**src/rtl/mmu_l1tlb_sfence_if.sv**
```systemverilog
`default_nettype none
// ============================================================================
// Module   : mmu_l1tlb_sfence_if
// Brief    : Fence request handshake plus L1 TLB tag-read / invalidate bus
//            between the MMU control unit, the SFENCE.VMA engine and the
//            L1 TLB arrays.
// Revision : 1.0  initial release
// ============================================================================
interface mmu_l1tlb_sfence_if;
    // Fence request from the MMU control unit
    logic        i_sfence_valid;
    logic        o_sfence_ready;
    logic        i_sfence_vaddr_valid;
    logic [19:0] i_sfence_vpn_20;
    logic        i_sfence_asid_valid;
    logic [8:0]  i_sfence_asid_9;

    // Tag read port into the TLB arrays (data returns one cycle later)
    logic        o_rd_en;
    logic [1:0]  o_rd_sel_2;
    logic [4:0]  o_rd_index_5;
    logic        i_rd_valid;
    logic        i_rd_global;
    logic [8:0]  i_rd_asid_9;
    logic [19:0] i_rd_vpn_20;

    // Invalidate controls and status
    logic [1:0]  o_inv_en_2;
    logic [4:0]  o_inv_index_5;
    logic        o_flush_all;
    logic        o_busy;
    logic        o_done;

    // The fence engine itself
    modport slave (
        input  i_sfence_valid,
        output o_sfence_ready,
        input  i_sfence_vaddr_valid,
        input  i_sfence_vpn_20,
        input  i_sfence_asid_valid,
        input  i_sfence_asid_9,
        output o_rd_en,
        output o_rd_sel_2,
        output o_rd_index_5,
        input  i_rd_valid,
        input  i_rd_global,
        input  i_rd_asid_9,
        input  i_rd_vpn_20,
        output o_inv_en_2,
        output o_inv_index_5,
        output o_flush_all,
        output o_busy,
        output o_done
    );

    // Control unit / TLB side driving the engine
    modport master (
        output i_sfence_valid,
        input  o_sfence_ready,
        output i_sfence_vaddr_valid,
        output i_sfence_vpn_20,
        output i_sfence_asid_valid,
        output i_sfence_asid_9,
        input  o_rd_en,
        input  o_rd_sel_2,
        input  o_rd_index_5,
        output i_rd_valid,
        output i_rd_global,
        output i_rd_asid_9,
        output i_rd_vpn_20,
        input  o_inv_en_2,
        input  o_inv_index_5,
        input  o_flush_all,
        input  o_busy,
        input  o_done
    );
endinterface
`default_nettype wire

```
**src/rtl/mmu_l1tlb_sfence.sv**
```systemverilog
`default_nettype none
// ============================================================================
// Module   : mmu_l1tlb_sfence
// Brief    : SFENCE.VMA invalidation engine for the Sv32 L1 TLB
//            (32 normal 4 KiB entries + 4 super 4 MiB entries). A global
//            fence clears everything in one cycle; a filtered fence scans all
//            36 entries through the tag read port and invalidates matches.
// Revision : 1.0  initial release
// ============================================================================
module mmu_l1tlb_sfence (
    input  wire               clk,
    input  wire               rst,
    mmu_l1tlb_sfence_if.slave bus
);

    localparam logic [2:0] c_IDLE      = 3'd0;
    localparam logic [2:0] c_FLUSH_ALL = 3'd1;
    localparam logic [2:0] c_SCAN      = 3'd2;
    localparam logic [2:0] c_DRAIN     = 3'd3;
    localparam logic [2:0] c_DONE      = 3'd4;

    // Scan order: normal entries 0..31, then super entries 0..3 as 32..35
    localparam logic [5:0] c_LAST_ENTRY = 6'd35;
    localparam logic [1:0] c_SEL_NORMAL = 2'b01;
    localparam logic [1:0] c_SEL_SUPER  = 2'b10;

    logic [2:0]  r_state;
    logic [5:0]  r_cnt;

    logic        r_vaddr_valid;
    logic [19:0] r_vpn;
    logic        r_asid_valid;
    logic [8:0]  r_asid;

    // Tag of the read issued last cycle; identifies the data returning now
    logic        r_p_en;
    logic [1:0]  r_p_sel;
    logic [4:0]  r_p_index;

    logic        w_accept;
    logic        w_global_fence;
    logic        w_rd_en;
    logic [1:0]  w_rd_sel;
    logic [4:0]  w_rd_index;
    logic        w_vpn_ok;
    logic        w_asid_ok;
    logic        w_match;

    assign w_accept       = bus.i_sfence_valid && (r_state == c_IDLE);
    assign w_global_fence = !bus.i_sfence_vaddr_valid && !bus.i_sfence_asid_valid;

    // cnt[5] set means the super array; its index lives in cnt[1:0]
    assign w_rd_en    = (r_state == c_SCAN);
    assign w_rd_sel   = w_rd_en ? (r_cnt[5] ? c_SEL_SUPER : c_SEL_NORMAL) : 2'b00;
    assign w_rd_index = w_rd_en ? (r_cnt[5] ? {3'b000, r_cnt[1:0]} : r_cnt[4:0]) : 5'd0;

    // Super pages only translate VPN[19:10]; global entries ignore ASID filters
    assign w_vpn_ok  = !r_vaddr_valid ||
                       (r_p_sel[1] ? (bus.i_rd_vpn_20[19:10] == r_vpn[19:10])
                                   : (bus.i_rd_vpn_20 == r_vpn));
    assign w_asid_ok = !r_asid_valid || (!bus.i_rd_global && (bus.i_rd_asid_9 == r_asid));
    assign w_match   = r_p_en && bus.i_rd_valid && w_vpn_ok && w_asid_ok;

    assign bus.o_sfence_ready = (r_state == c_IDLE);
    assign bus.o_busy         = (r_state != c_IDLE);
    assign bus.o_flush_all    = (r_state == c_FLUSH_ALL);
    assign bus.o_done         = (r_state == c_DONE);
    assign bus.o_rd_en        = w_rd_en;
    assign bus.o_rd_sel_2     = w_rd_sel;
    assign bus.o_rd_index_5   = w_rd_index;
    assign bus.o_inv_en_2     = w_match ? r_p_sel : 2'b00;
    assign bus.o_inv_index_5  = w_match ? r_p_index : 5'd0;

    // Fence sequencing and scan counter
    always_ff @(posedge clk) begin
        if (rst) begin
            r_state <= c_IDLE;
            r_cnt   <= 6'd0;
        end else begin
            case (r_state)
                c_IDLE: begin
                    if (w_accept) begin
                        r_cnt   <= 6'd0;
                        r_state <= w_global_fence ? c_FLUSH_ALL : c_SCAN;
                    end
                end
                c_FLUSH_ALL: r_state <= c_DONE;
                c_SCAN: begin
                    if (r_cnt == c_LAST_ENTRY) begin
                        r_cnt   <= 6'd0;
                        r_state <= c_DRAIN;
                    end else begin
                        r_cnt <= r_cnt + 6'd1;
                    end
                end
                c_DRAIN: r_state <= c_DONE;
                c_DONE:  r_state <= c_IDLE;
                default: r_state <= c_IDLE;
            endcase
        end
    end

    // Capture the filter operands when a request is accepted
    always_ff @(posedge clk) begin
        if (rst) begin
            r_vaddr_valid <= 1'b0;
            r_vpn         <= 20'd0;
            r_asid_valid  <= 1'b0;
            r_asid        <= 9'd0;
        end else if (w_accept) begin
            r_vaddr_valid <= bus.i_sfence_vaddr_valid;
            r_vpn         <= bus.i_sfence_vpn_20;
            r_asid_valid  <= bus.i_sfence_asid_valid;
            r_asid        <= bus.i_sfence_asid_9;
        end
    end

    // Delay the read tag by one cycle to line up with the returned tag data
    always_ff @(posedge clk) begin
        if (rst) begin
            r_p_en    <= 1'b0;
            r_p_sel   <= 2'b00;
            r_p_index <= 5'd0;
        end else begin
            r_p_en    <= w_rd_en;
            r_p_sel   <= w_rd_sel;
            r_p_index <= w_rd_index;
        end
    end

endmodule
`default_nettype wire
```
**src/flat_wrapper.sv**
```systemverilog
// flat-port wrapper written by rule: the top's interface ports become plain ports
module mmu_l1tlb_sfence_flat 
  (clk, rst, bus_i_sfence_valid, bus_o_sfence_ready, bus_i_sfence_vaddr_valid, bus_i_sfence_vpn_20, bus_i_sfence_asid_valid, bus_i_sfence_asid_9, bus_o_rd_en, bus_o_rd_sel_2, bus_o_rd_index_5, bus_i_rd_valid, bus_i_rd_global, bus_i_rd_asid_9, bus_i_rd_vpn_20, bus_o_inv_en_2, bus_o_inv_index_5, bus_o_flush_all, bus_o_busy, bus_o_done);
  mmu_l1tlb_sfence_if bus_i ();
  input  wire clk;
  input  wire rst;
  input wire logic [$bits(bus_i.i_sfence_valid)-1:0] bus_i_sfence_valid;
  output wire logic [$bits(bus_i.o_sfence_ready)-1:0] bus_o_sfence_ready;
  input wire logic [$bits(bus_i.i_sfence_vaddr_valid)-1:0] bus_i_sfence_vaddr_valid;
  input wire logic [$bits(bus_i.i_sfence_vpn_20)-1:0] bus_i_sfence_vpn_20;
  input wire logic [$bits(bus_i.i_sfence_asid_valid)-1:0] bus_i_sfence_asid_valid;
  input wire logic [$bits(bus_i.i_sfence_asid_9)-1:0] bus_i_sfence_asid_9;
  output wire logic [$bits(bus_i.o_rd_en)-1:0] bus_o_rd_en;
  output wire logic [$bits(bus_i.o_rd_sel_2)-1:0] bus_o_rd_sel_2;
  output wire logic [$bits(bus_i.o_rd_index_5)-1:0] bus_o_rd_index_5;
  input wire logic [$bits(bus_i.i_rd_valid)-1:0] bus_i_rd_valid;
  input wire logic [$bits(bus_i.i_rd_global)-1:0] bus_i_rd_global;
  input wire logic [$bits(bus_i.i_rd_asid_9)-1:0] bus_i_rd_asid_9;
  input wire logic [$bits(bus_i.i_rd_vpn_20)-1:0] bus_i_rd_vpn_20;
  output wire logic [$bits(bus_i.o_inv_en_2)-1:0] bus_o_inv_en_2;
  output wire logic [$bits(bus_i.o_inv_index_5)-1:0] bus_o_inv_index_5;
  output wire logic [$bits(bus_i.o_flush_all)-1:0] bus_o_flush_all;
  output wire logic [$bits(bus_i.o_busy)-1:0] bus_o_busy;
  output wire logic [$bits(bus_i.o_done)-1:0] bus_o_done;
  assign bus_i.i_sfence_valid = bus_i_sfence_valid;
  assign bus_o_sfence_ready = bus_i.o_sfence_ready;
  assign bus_i.i_sfence_vaddr_valid = bus_i_sfence_vaddr_valid;
  assign bus_i.i_sfence_vpn_20 = bus_i_sfence_vpn_20;
  assign bus_i.i_sfence_asid_valid = bus_i_sfence_asid_valid;
  assign bus_i.i_sfence_asid_9 = bus_i_sfence_asid_9;
  assign bus_o_rd_en = bus_i.o_rd_en;
  assign bus_o_rd_sel_2 = bus_i.o_rd_sel_2;
  assign bus_o_rd_index_5 = bus_i.o_rd_index_5;
  assign bus_i.i_rd_valid = bus_i_rd_valid;
  assign bus_i.i_rd_global = bus_i_rd_global;
  assign bus_i.i_rd_asid_9 = bus_i_rd_asid_9;
  assign bus_i.i_rd_vpn_20 = bus_i_rd_vpn_20;
  assign bus_o_inv_en_2 = bus_i.o_inv_en_2;
  assign bus_o_inv_index_5 = bus_i.o_inv_index_5;
  assign bus_o_flush_all = bus_i.o_flush_all;
  assign bus_o_busy = bus_i.o_busy;
  assign bus_o_done = bus_i.o_done;
  mmu_l1tlb_sfence u_core (.clk(clk), .rst(rst), .bus(bus_i));
endmodule
```
**config.mk**
```make
export PLATFORM = sky130hd
export DESIGN_NAME = mmu_l1tlb_sfence_flat
export DESIGN_NICKNAME = d
export VERILOG_FILES = /design/src/rtl/mmu_l1tlb_sfence_if.sv /design/src/rtl/mmu_l1tlb_sfence.sv /design/src/flat_wrapper.sv
export SDC_FILE = /design/constraint.sdc
export NUM_CORES = 1
export LEC_CHECK = 0
export CORE_ASPECT_RATIO = 1.25
export CORE_MARGIN = 4
export CORE_UTILIZATION = 40
export CTS_BUF_LIST = sky130_fd_sc_hd__clkbuf_4 sky130_fd_sc_hd__clkbuf_8
export CTS_CLUSTER_DIAMETER = 200
export DETAILED_ROUTE_END_ITERATION = 16
export GPL_ROUTABILITY_DRIVEN = 0
export PLACE_DENSITY_LB_ADDON = 0.08
export SLEW_MARGIN = 40
export SYNTH_ARGS = -nofsm -noshare
export SYNTH_HDL_FRONTEND = slang
export SYNTH_SLANG_ARGS = --single-unit
```
**constraint.sdc**
```tcl
create_clock -name clk -period 2.6 [get_ports clk]
set_clock_uncertainty 0.05 [all_clocks]
set_input_delay 0.78 -clock clk [delete_from_list [all_inputs] [get_ports clk]]
set_output_delay 0.78 -clock clk [all_outputs]
set_load 0.05 [all_outputs]
```
==> results of run 1 <==
## sequential cells by signal, indices dropped and copies added (netlist names)
register	count
u_core.r_cnt	6
u_core.r_vaddr_valid	1
u_core.r_p_en	1
u_core.r_asid_valid	1
u_core.r_asid	9
u_core.r_p_index	5
u_core.r_vpn	20
u_core.r_p_sel	2
u_core.r_state	3
## per-layer routing
metal	wire (um)	GRT usage	part of all wire	up-vias
li1	-	-	-	1051
met1	2280	0.206	0.42	906
met2	2660	0.283	0.50	66
met3	387	0.0434	0.072	6
met4	53	0.0438	0.0099	0
met5	0	0	0	-
## power by group
group / total [mW] / switching [mW] / internal [mW] / leakage (nW)
registers: 0.817 / 0.0378 / 0.780 / 0.392
clock network: 0.466 / 0.229 / 0.237 / 0.0503
logic: 0.381 / 0.194 / 0.187 / 0.921
## final timing paths
kind	startpoint	to	slack [ns]	cells past startpoint
hold reg to reg	u_core.r_asid[3]$_SDFFE_PP0P_	u_core.r_asid[3]$_SDFFE_PP0P_	0.42	2
setup reg to reg	u_core.r_cnt[0]$_SDFFE_PP0P_	u_core.r_cnt[4]$_SDFFE_PP0P_	0.83	6
setup / recovery	bus_i_rd_vpn_20[3]	bus_o_inv_index_5[4]	-0.45	7
hold / removal	u_core.r_asid[3]$_SDFFE_PP0P_	u_core.r_asid[3]$_SDFFE_PP0P_	0.42	2
## critical path, delay by kind of cell
kind,cells,cell delay [ns]
and+or+nand+nor,3,0.80
buffers and inverters,2,0.22
AOI/OAI and AO/OA,1,0.26
xor gates and xnor gates,1,0.15
## through the flow
stage / TNS [ns] / utilization
floorplan: -1.19 / -
global placement: -6.14 / 0.633
detailed placement: -6.04 / 0.633
CTS: -3.16 / 0.649
global route: -3.56 / 0.654
finish: -2.97 / 0.654
## cells in the final DEF (no fill, tap or decap), types with 4 or more instances in the layout
cell	synthesis	layout
xnor2_1	10	4
nor2_1	9	8
xnor2_2	0	6
and2_1	10	11
buf_6	0	10
xor2_1	19	19
nand2_1	71	70
and3_1	10	4
a21oi_1	36	36
clkdlybuf4s50_1	0	35
buf_2	1	9
clkbuf_8	0	7
buf_12	0	13
buf_4	4	13
dfxtp_1	48	48
and3_4	0	6
clkdlybuf4s15_1	0	5
## cell families (layout without fill, tap and decap cells)
family          count (synthesis)  count (layout)  synth area share
xor+xnor                       29              29             0.117
fa+ha+maj                       1               1           0.00577
flops                          48              48             0.443
simple gates                  124             124             0.269
buf+inv                        15             100            0.0358
compound gates                 47              47             0.129
## cell type report
type	instances	area share
clock buffer	7	0.0286
timing repair buffer	90	0.285
inverter	3	0.00483
multi-input combinational	201	0.374
tap	62	0.0230
sequential	48	0.285
## repair_timing
item | 4_1_cts | 5_1_grt
setup endpoints to repair | 7 | 7
gates resized for setup | 98 | 8
pin swaps | 36 | 12
gates cloned | 0 | 0
==> impl_metrics.env, run 1 <==
export IMPL_h_tree_depth=2
export IMPL_crit_path_end_kind="output port"
export IMPL_layout_setup_ws_ns=-0.448
export IMPL_drt_iter0_drc=94
export IMPL_cpPeakStageDelay_ns=0.32
export IMPL_ys_types=34
export IMPL_cp_start_kind="primary input"
export IMPL_die_x_um=73.8
export IMPL_worst_pin_slew_ns=0.596
export IMPL_final_nets=415
export IMPL_finalHoldViolCount=0
export IMPL_syn_inst=264
export IMPL_drtPass1Iterations=4
export IMPL_async_reset_ff_frac=0
export IMPL_synthesis_nets=330
export IMPL_hold_buffers=0
export IMPL_grt_overflow=0
export IMPL_crit_fanout=6
export IMPL_yosys_top_cells_area="dfxtp_1, nand2_1, a21oi_1, xor2_1, xnor2_1"
export IMPL_drive_gt1_frac=0.226
export IMPL_die_area_um2=6670
export IMPL_wire_per_inst_um=13.1
export IMPL_cts_tree="yes"
export IMPL_worstHoldPathType="flop to flop"
export IMPL_clockBufferDepth=2
export IMPL_grt_usage=0.167
export IMPL_antenna_found_initial=0
export IMPL_total_power_mw=1.66
export IMPL_grt_pass1_vias=1970
export IMPL_vdd_drop_max_mv=0.376
export IMPL_synth_edf_count=0
export IMPL_grt_setup_unrepaired="true"
export IMPL_rows=29
export IMPL_pwr_density_cell_nw_per_um2=494
export IMPL_critPathKind="primary input to output port"
export IMPL_synth_warnings=0
export IMPL_finalInstanceArea_um2=3370
export IMPL_layout_min_cycle_time_ns=3.05
export IMPL_avgViaCountPerCell=4.94
export IMPL_final_seq_area_um2=961
export IMPL_route_vias_total=2029
export IMPL_yosysTopAreaCellShare=0.443
export IMPL_synth_top_area_cell="dfxtp_1"
export IMPL_io_buffers=83
export IMPL_n_fill_cell=457
export IMPL_cts_buffers=5
export IMPL_leakagePower_nw=1.36
export IMPL_crit_slowest_cell="nor4_2"
export IMPL_antenna_left=0
export IMPL_synth_seq_cells=48
export IMPL_root_buffer="clkbuf_8"
export IMPL_core_area_um2=5150
export IMPL_syn_mean_instance_area_um2=8.21
export IMPL_clk_latency_ns=0.29
export IMPL_drc=0
export IMPL_timing_fmax_ghz=0.328
export IMPL_clock_sinks=48
export IMPL_required_ns=1.77
export IMPL_io_pins=84
export IMPL_final_max_slew_viol_count=0
export IMPL_violations="negative setup slack"
export IMPL_multi_input_area_um2=1260
export IMPL_timing_hold_ws_ns=0.418
export IMPL_ys_seq_area_frac=0.443
export IMPL_detailed_place_area_um2=3260
export IMPL_setup_viol_count_final=7
export IMPL_cp_cell_sequence="buf_6 > xor2_1 > nor4_2 > nand4_1 > a31oi_4 > and3_4 > buf_12"
export IMPL_start_util=0.421
export IMPL_synthFlopType="dfxtp_1"
export IMPL_worstPathArrival_ns=2.22
export IMPL_clk_pin_slew_worst_paths_ns=0.08
export IMPL_fp_dieH_um=90.3
export IMPL_status="complete, but fails checks"
export IMPL_synth_area_um2=2170
export IMPL_insertedDiodeCount=0
export IMPL_cts_setup_buffers=0
export IMPL_synth_most_common_cell="nand2_1"
export IMPL_grt_max_degree=39
export IMPL_grt_pass1_wl_um=8890
export IMPL_wirelength_um=5380
export IMPL_post_place_ws_ns=-0.890
export IMPL_period_share=1.17
export IMPL_syn2layout_area_growth_pct=55.5
export IMPL_relSlewSlack=0.599
export IMPL_dp_cells=404
export IMPL_max_cap_violations=0
export IMPL_synthTopCellsByCount="nand2_1, dfxtp_1, a21oi_1"
export IMPL_dp_hpwl_um=4040
export IMPL_stdcell_count=411
(Power assumes the default switching activity.)
==> run 2, diff against run 1 <==
- CORE_ASPECT_RATIO: 1.25 -> 0.5
- SETUP_SLACK_MARGIN: default -> 0.15
==> run 2 against run 1 <==
The flow still finishes with violations (negative setup slack). Design area down 0.22%. Global-route usage up 0.30 points. Critical endpoint is now bus_o_inv_index_5[2]. Via count up 0.44%. Critical path depth unchanged. Total power down 1.5%. Clock power down 5.8%. Maximum frequency down 1.8%. Sequential share of layout area up 0.10 points. Critical path type unchanged. Die area up 0.96%. Non-clock buffer count down 1.
==> impl_metrics.env, run 2 (synthesized netlist as in run 1, its figures left out) <==
export IMPL_grt_overflow=0
export IMPL_fin_tns_setup_ns=-3.36
export IMPL_finalInstanceArea_um2=3360
export IMPL_status="complete, but fails checks"
export IMPL_clock_sinks=48
export IMPL_die_area_um2=6730
export IMPL_wire_per_inst_um=13.3
export IMPL_required_ns=1.77
export IMPL_avgViaCountPerCell=4.86
export IMPL_drtPass1Iterations=4
export IMPL_insertedDiodeCount=0
export IMPL_setup_viol_count_final=7
export IMPL_layout_common_cells="nand2_1, dfxtp_1, a21oi_1, clkdlybuf4s50_1, xor2_1"
export IMPL_clk_latency_ns=0.29
export IMPL_finalHoldViolCount=0
export IMPL_critPathKind="primary input to output port"
export IMPL_grt_usage=0.170
export IMPL_core_area_um2=5070
export IMPL_cp_cell_sequence="buf_6 > xor2_1 > nor4_1 > nand4_1 > a31oi_4 > and3_4 > buf_12"
export IMPL_grt_setup_unrepaired="true"
export IMPL_post_place_ws_ns=-0.866
export IMPL_worstPathBufferInverterCount=2
export IMPL_layout_min_cycle_time_ns=3.10
export IMPL_vdd_drop_max_mv=0.233
export IMPL_antenna_left=0
export IMPL_io_pins=84
export IMPL_cts_buffers=5
export IMPL_final_nets=414
export IMPL_layout_setup_ws_ns=-0.504
export IMPL_crit_slowest_cell="a31oi_4"
export IMPL_antenna_found_initial=0
export IMPL_pwr_density_cell_nw_per_um2=487
export IMPL_final_common_cell="nand2_1"
export IMPL_crit_path_end_kind="output port"
export IMPL_dp_hpwl_um=4160
export IMPL_largest_reg_flops=20
export IMPL_worstPathArrival_ns=2.27
export IMPL_clk_pin_slew_worst_paths_ns=0.09
export IMPL_die_x_um=112
export IMPL_cpPeakStageDelay_ns=0.35
export IMPL_drc=0
export IMPL_start_util=0.428
export IMPL_syn2layout_area_growth_pct=55.2
export IMPL_wirelength_um=5590
export IMPL_hold_buffers=0
export IMPL_drive_gt1_frac=0.235
export IMPL_relSlewSlack=0.635
export IMPL_grt_pass1_vias=2056
export IMPL_cp_num_cells=7
export IMPL_detailed_place_area_um2=3270
export IMPL_worstHoldPathType="flop to flop"
export IMPL_max_cap_violations=0
export IMPL_grt_max_degree=39
export IMPL_leakagePower_nw=1.36
export IMPL_violations="negative setup slack"
export IMPL_hold_depth=2
export IMPL_crit_fanout=6
export IMPL_period_share=1.19
export IMPL_grt_pass1_wl_um=9140
export IMPL_root_buffer="clkbuf_8"
export IMPL_io_buffers=83
export IMPL_crit_family="simple AND/OR/NAND/NOR gates"
export IMPL_reg_top3="u_core.r_vpn x20, u_core.r_asid x9, u_core.r_cnt x6"
export IMPL_worst_pin_slew_ns=0.541
export IMPL_clockBufferDepth=2
export IMPL_rows=18
export IMPL_drt_iter0_drc=91
export IMPL_worstRegToRegCells=6
export IMPL_fp_dieH_um=60.0
export IMPL_final_max_slew_viol_count=0
export IMPL_timing_fmax_ghz=0.322
export IMPL_route_vias_total=2038
export IMPL_top_register="u_core.r_vpn"
export IMPL_cp_start_kind="primary input"
export IMPL_h_tree_depth=2
export IMPL_cts_tree="yes"
-- run 2: cell count changes in the layout (fill, tap and decap cells not counted), moves of 2 or more --
| cell | delta |
|---|---|
| buf_6 | +3 |
| clkinv_2 | +2 |
| clkbuf_8 | -2 |
| buf_4 | -3 |
| clkdlybuf4s15_1 | -4 |
-- run 2: worst register-to-register path: stages, from the launching register on --
cell and delay (ns):
dfxtp_1 0.41, ha_1 0.23, nand2_1 0.08, o41ai_2 0.46, nor2_1 0.11, o21ai_0 0.22
a21oi_1 0.10
-- run 2: cell type report --
class                      count  area [um^2]
fill                         437         1700
multi-input combinational    201         1250
sequential                    48          962
timing repair buffer          89          958
tap                           70         87.6
clock buffer                   5         68.8
clock inverter                 3         18.8
inverter                       3         16.3
-- run 2: repair_timing --
action,4_1_cts,5_1_grt
pin swaps,32,15
hold endpoints to repair,0,0
endpoints found under the setup margin,10,10
setup buffers,0,0
resized for setup,106,11
-- run 2: metrics by stage --
step / cells / util / power, mW / hold slack [ns]
global placement: 411 / 0.646 / 1.21 / 0.404
detailed placement: 411 / 0.646 / 1.22 / 0.409
CTS: 419 / 0.658 / 1.65 / 0.422
finish: 419 / 0.664 / 1.64 / 0.424
global route: 419 / 0.664 / 1.73 / 0.439
floorplan: 264 / - / 1.05 / 0.398
-- run 2: per-layer routing --
metal  up-vias  global-route usage  wire length, um
li1       1048                   -                -
met1       936               0.211             2520
met2        52               0.293             2710
met3         2              0.0546              338
met4         0              0.0428               14
met5         -                   0                0
-- run 2: final timing paths --
kind,to,from,slack [ns]
hold reg to reg,u_core.r_vpn[13]$_SDFFE_PP0P_,u_core.r_vpn[13]$_SDFFE_PP0P_,0.42
hold / removal,u_core.r_vpn[13]$_SDFFE_PP0P_,u_core.r_vpn[13]$_SDFFE_PP0P_,0.42
setup / recovery,bus_o_inv_index_5[2],bus_i_rd_vpn_20[0],-0.50
setup reg to reg,u_core.r_cnt[5]$_SDFFE_PP0P_,u_core.r_cnt[0]$_SDFFE_PP0P_,0.83
-- run 2: power breakdown --
part           internal (mW)  switching, mW
clock                  0.188          0.251
combinational          0.187          0.195
sequential             0.780         0.0382
